## src/rtl/keypad_reader_pkg.sv

```systemverilog
// Shared types, defaults and helpers for the 4x4 matrix keypad reader.
package keypad_reader_pkg;

    localparam int unsigned SCAN_DIV_DEF     = 50000;
    localparam int unsigned DEBOUNCE_CNT_DEF = 200000;
    localparam int unsigned ROW_W            = 4;
    localparam int unsigned COL_W            = 4;
    localparam int unsigned CODE_W           = 4;
    localparam int unsigned VALUE_W          = 16;

    typedef enum logic [1:0] {
        ST_SCAN,
        ST_DEBOUNCE,
        ST_HELD,
        ST_RELEASE
    } state_t;

    // Key code is row index in the upper bits, column index in the lower bits.
    function automatic logic [CODE_W-1:0] key_code_of(input logic [1:0] row, input logic [1:0] col);
        return {row, col};
    endfunction

    // Lowest-index active-low row; only meaningful when some row is low.
    function automatic logic [1:0] lowest_low(input logic [ROW_W-1:0] rows);
        if (!rows[0])      return 2'd0;
        else if (!rows[1]) return 2'd1;
        else if (!rows[2]) return 2'd2;
        else               return 2'd3;
    endfunction

    function automatic logic [COL_W-1:0] col_drive(input logic [1:0] col);
        return 4'hF ^ (4'b0001 << col);
    endfunction

endpackage

```

## src/rtl/sync_2ff.sv

```systemverilog
// Two-flop synchronizer for asynchronous level inputs.
module sync_2ff #(
    parameter int unsigned      WIDTH     = 1,
    parameter logic [WIDTH-1:0] RESET_VAL = '0
) (
    input  logic             clk,
    input  logic             rst,
    input  logic [WIDTH-1:0] d,
    output logic [WIDTH-1:0] q
);

    logic [WIDTH-1:0] meta;

    always_ff @(posedge clk) begin
        if (rst) begin
            meta <= RESET_VAL;
            q    <= RESET_VAL;
        end else begin
            meta <= d;
            q    <= meta;
        end
    end

endmodule

```

## src/rtl/keypad_reader.sv

```systemverilog
// Column-scanning 4x4 keypad reader with press/release debounce and a
// four-digit hex entry buffer.
module keypad_reader
    import keypad_reader_pkg::*;
#(
    parameter int unsigned SCAN_DIV     = SCAN_DIV_DEF,
    parameter int unsigned DEBOUNCE_CNT = DEBOUNCE_CNT_DEF
) (
    input  logic               clk,
    input  logic               rst,
    input  logic [ROW_W-1:0]   row_in,
    input  logic               clear,
    output logic [COL_W-1:0]   col_out,
    output logic               key_valid,
    output logic [CODE_W-1:0]  key_code,
    output logic [VALUE_W-1:0] value_out,
    output logic               key_held
);

    localparam int unsigned DIV_W = $clog2(SCAN_DIV);
    localparam int unsigned DEB_W = $clog2(DEBOUNCE_CNT);
    localparam logic [DIV_W-1:0] DIV_LAST = DIV_W'(SCAN_DIV - 1);
    localparam logic [DEB_W-1:0] DEB_LAST = DEB_W'(DEBOUNCE_CNT - 1);

    logic [ROW_W-1:0]   rs;
    state_t             state, state_nxt;
    logic [1:0]         col_idx, col_nxt;
    logic [1:0]         row_sel, row_nxt;
    logic [DIV_W-1:0]   div_cnt, div_nxt;
    logic [DEB_W-1:0]   deb_cnt, deb_nxt;
    logic [CODE_W-1:0]  code_nxt;
    logic [VALUE_W-1:0] value_nxt;
    logic               valid_nxt;

    sync_2ff #(
        .WIDTH     (ROW_W),
        .RESET_VAL (4'hF)
    ) u_row_sync (
        .clk (clk),
        .rst (rst),
        .d   (row_in),
        .q   (rs)
    );

    always_ff @(posedge clk) begin
        if (rst) begin
            state     <= ST_SCAN;
            col_idx   <= '0;
            row_sel   <= '0;
            div_cnt   <= '0;
            deb_cnt   <= '0;
            col_out   <= 4'b1110;
            key_code  <= '0;
            value_out <= '0;
            key_valid <= 1'b0;
            key_held  <= 1'b0;
        end else begin
            state     <= state_nxt;
            col_idx   <= col_nxt;
            row_sel   <= row_nxt;
            div_cnt   <= div_nxt;
            deb_cnt   <= deb_nxt;
            col_out   <= col_drive(col_nxt);
            key_code  <= code_nxt;
            value_out <= value_nxt;
            key_valid <= valid_nxt;
            key_held  <= (state_nxt == ST_HELD) || (state_nxt == ST_RELEASE);
        end
    end

    always_comb begin
        state_nxt = state;
        col_nxt   = col_idx;
        row_nxt   = row_sel;
        div_nxt   = div_cnt;
        deb_nxt   = deb_cnt;
        code_nxt  = key_code;
        value_nxt = value_out;
        valid_nxt = 1'b0;

        case (state)
            ST_SCAN: begin
                if (rs != 4'hF) begin
                    row_nxt   = lowest_low(rs);
                    deb_nxt   = '0;
                    state_nxt = ST_DEBOUNCE;
                end else if (div_cnt == DIV_LAST) begin
                    div_nxt = '0;
                    col_nxt = col_idx + 2'd1;
                end else begin
                    div_nxt = div_cnt + DIV_W'(1);
                end
            end
            ST_DEBOUNCE: begin
                if (rs[row_sel]) begin
                    div_nxt   = '0;
                    state_nxt = ST_SCAN;
                end else if (deb_cnt == DEB_LAST) begin
                    state_nxt = ST_HELD;
                    // A coincident clear suppresses the whole acceptance, not just the buffer.
                    if (!clear) begin
                        code_nxt  = key_code_of(row_sel, col_idx);
                        value_nxt = {value_out[VALUE_W-CODE_W-1:0], key_code_of(row_sel, col_idx)};
                        valid_nxt = 1'b1;
                    end
                end else begin
                    deb_nxt = deb_cnt + DEB_W'(1);
                end
            end
            ST_HELD: begin
                if (rs == 4'hF) begin
                    deb_nxt   = '0;
                    state_nxt = ST_RELEASE;
                end
            end
            ST_RELEASE: begin
                if (rs != 4'hF) begin
                    deb_nxt   = '0;
                    state_nxt = ST_HELD;
                end else if (deb_cnt == DEB_LAST) begin
                    div_nxt   = '0;
                    col_nxt   = col_idx + 2'd1;
                    state_nxt = ST_SCAN;
                end else begin
                    deb_nxt = deb_cnt + DEB_W'(1);
                end
            end
            default: state_nxt = ST_SCAN;
        endcase

        if (clear) begin
            value_nxt = '0;
        end
    end

endmodule

```

## config.mk

```make
export PLATFORM = sky130hd
export DESIGN_NAME = keypad_reader
export DESIGN_NICKNAME = d
export VERILOG_FILES = /design/src/rtl/keypad_reader_pkg.sv /design/src/rtl/sync_2ff.sv /design/src/rtl/keypad_reader.sv
export SDC_FILE = /design/constraint.sdc
export NUM_CORES = 1
export LEC_CHECK = 0
export ABC_AREA = 1
export CAP_MARGIN = 0
export CORE_UTILIZATION = 40
export CTS_CLUSTER_DIAMETER = 150
export CTS_CLUSTER_SIZE = 40
export DETAILED_ROUTE_END_ITERATION = 7
export DONT_BUFFER_PORTS = 1
export PLACE_DENSITY = 0.53
export SLEW_MARGIN = 30
export SYNTH_ARGS = -nofsm -noshare
export SYNTH_HDL_FRONTEND = slang
export SYNTH_HIERARCHICAL = 1
export SYNTH_SLANG_ARGS = --single-unit
```

## constraint.sdc

```tcl
create_clock -name clk -period 4.4 [get_ports clk]
set_clock_uncertainty 0.1 [all_clocks]
set_input_delay 0.88 -clock clk [delete_from_list [all_inputs] [get_ports clk]]
set_output_delay 0.88 -clock clk [all_outputs]
set_load 0.01 [all_outputs]
```

==> qor.yml <==
status: "finished, violations left"
violations: "design-rule violations"
cts_sinks: 74
instances_no_fill: 649
multi_input_area_sq_um: 1810
initial_core_util: 0.4165
row_count: 34
cts_tree: "built"
power_leakage_nw: 1.656
slew_headroom: 0.4930
synthTopCellsByArea: "dfxtp_1 40%, nand2_1 11%, nor2_1 8.5%"
final_common_cell: "nand2_1"
wl_mm: 8.012
drive_gt1_frac: 0.07024
finalNetCount: 549
cp_max_fo: 11
max_stage_delay_ns: 0.56
synth_flop_cell: "dfxtp_1"
drc: 6
vias: 3229
insertion_delay_ns: 0.35
grt_pass1_wl_mm: 13.91
area_delta_synth_final_pct: 7.199
setup_viol: 0
tightest_slew_ns: 0.7576
critPathRequiredTime_ns: 4.55
synthDominantCellAreaShare: 0.4040
critical_path_class: "reg -> reg"
syn_area_sq_um: 3667
io_pins: 33
synth_cells: 538
fin_crit_sh: 0.5525
grt_max_degree: 23
synth-edff-count: 0
cp.depth: 12
first_pass_iters: 6
tns_ns: 0
min_period_ns: 2.431
finalPower_w: 0.001465
fill_cells: 917
die_y_um: 97.75
die_area_sq_um: 9555
regArea_sq_um: 1481
clock.fmax_mhz: 411.3
powerDensity_nw_per_um2: 372.6
synth_fp_nets: 551
final.setup.worst_slack_ns: 1.969
r2r_end: "deb_cnt[13]$_SDFFE_PP0P_"
track_usage: 0.1801
ys_seq_elements: 74
reg2reg_slack_ns: 1.97
cts_resized: 0
ant_nets: 0
async_flop_share: 0
reg2reg_from: "state[0]$_SDFF_PP0_"
r2r_cells: 12
maxCapViolations: 0
holdPathStages: 2
cts-root-buf: "clkbuf_8"
ys_types: 34
avgViaCountPerCell: 4.975
wire_per_inst_um: 12.35
yosys.area.top_type: "dfxtp_1"
clk_transition_reported_paths_ns: 0.08
hpwlAfterDp_mm: 5.723
drt_iter0_drc: 142
rsz0062_at_grt: "false"
cp.arrival_ns: 2.58
critPathSlowestCell: "nor2_1"
coreArea_sq_um: 8806
hold_path_class: "reg -> reg"
portBuffers: 0
cts_buffers: 9
startpoint_type: "register"
crit_chain: "inv_1 -> ha_1 -> nand2_1 -> o21ai_2 -> inv_1 -> nand2_2 -> nor2_1 -> nand2_1 -> inv_1 -> nand3_1 -> nor2_1 -> nor2_1"
drv_slew: 0
ys_seq_area_frac: 0.4040
grt_pass1_vias: 3001
grt_overflow: 0
hold_end: "u_row_sync/q[3]$_SDFF_PP1_"
worst-path-buf-inv: 3
antenna_cells: 0
critPathCaptureType: "register"
cts_setup_buffers: 0
clockBufferDepth: 2
yosysWarnings: 6
gp_congestion: 0.8343
hold_viol_final: 0
hp-start: "u_row_sync/meta[3]$_SDFF_PP1_"
die_w_um: 97.75
syn_avg_cell_area_sq_um: 6.816
layout_common_cells: "112 x nand2_1, 83 x nor2_1, 74 x dfxtp_1, 71 x inv_1, 42 x nand3_1"
ir_worst_vdd_mv: 0.1523
antenna_found_initial: 0
cts_hold_buf: 0
pre_cts_ws_ns: 1.983
htree_num_levels: 3
path_delay_family: "simple AND/OR/NAND/NOR gates"
dp.cells: 633
==> how the worst max path moves through the flow <==
| stage | start | endpoint |
|---|---|---|
| global placement | state[0]$_SDFF_PP0_ | deb_cnt[13]$_SDFFE_PP0P_ |
| CTS | state[0]$_SDFF_PP0_ | deb_cnt[13]$_SDFFE_PP0P_ |
| floorplan | state[0]$_SDFF_PP0_ | deb_cnt[5]$_SDFFE_PP0P_ |
| detailed placement | state[0]$_SDFF_PP0_ | deb_cnt[13]$_SDFFE_PP0P_ |
| global route | state[0]$_SDFF_PP0_ | deb_cnt[13]$_SDFFE_PP0P_ |
| finish | state[0]$_SDFF_PP0_ | deb_cnt[13]$_SDFFE_PP0P_ |
==> layout make-up <==
cell class / instances / share of cell area
clock buffer: 10 / 0.03246
clock inverter: 6 / 0.02323
inverter: 76 / 0.07257
multi-input combinational: 375 / 0.4605
sequential: 74 / 0.3768
tap: 108 / 0.03437
==> flip-flops by register name, indices dropped and copies added, names as in the netlist <==
| register | flops |
|---|---|
| deb_cnt | 18 |
| div_cnt | 16 |
| value_out | 16 |
| col_out | 4 |
| key_code | 4 |
| u_row_sync/meta | 4 |
| u_row_sync/q | 4 |
| col_idx | 2 |
| row_sel | 2 |
| state | 2 |
| key_held | 1 |
| key_valid | 1 |
==> synthesized netlist by cell type, types with 3 or more instances <==
library cell and count:
inv_1 71, a211oi_1 3, o21ai_1 8, buf_4 4, inv_2 5, ha_1 6
nand2_1 112, dfxtp_1 74, nor2_4 4, a31oi_1 4, clkbuf_1 3, nand4_1 13
nand2_2 5, nor2_1 83, nand3_1 42, a21oi_1 37, o21ai_0 32, nor3_1 4
buf_6 3, buf_2 3, xor2_1 4
==> worst register-to-register path, stage by stage, from the launching register on <==
cell and delay (ns):
dfxtp_1 0.43, inv_1 0.10, ha_1 0.26, nand2_1 0.11, o21ai_2 0.06, inv_1 0.10, nand2_2 0.09, nor2_1 0.56
nand2_1 0.19, inv_1 0.11, nand3_1 0.09, nor2_1 0.10, nor2_1 0.04
==> through the flow <==
stage,cell area [sq um],util,hold WS [ns]
3_3_place_gp,3712,0.4216,0.3005
4_1_cts,3931,0.4464,0.3161
3_5_place_dp,3712,0.4216,0.2955
2_1_floorplan,3667,-,0.2795
6_report,3931,0.4464,0.3133
5_1_grt,3931,0.4464,0.3405
==> metal layers <==
metal  routed length, um  track usage  part of all wire  vias to the layer above
li1                    -            -                 -                     1724
met1                3894       0.2272              0.49                     1465
met2                3771       0.3033              0.47                       35
met3                 277      0.05082             0.035                        5
met4                  69      0.04545            0.0086                        0
met5                   0            0                 0                        -
==> where the power goes <==
part           switching [W]  total, W  internal, W
Sequential         0.0000207  0.000711     0.000690
Combinational       0.000125  0.000172    0.0000476
Clock               0.000262  0.000582     0.000320
==> kinds of logic after synthesis <==
family / Yosys count / share of synthesized area
and+or+nand+nor: 272 / 0.3255
adders and majority gates: 6 / 0.02047
AOI/OAI and AO/OA: 91 / 0.1334
xor gates and xnor gates: 6 / 0.01433
buffers and inverters: 89 / 0.1024
DFF: 74 / 0.4040
Note: power is estimated with default switching activity, not from simulation.
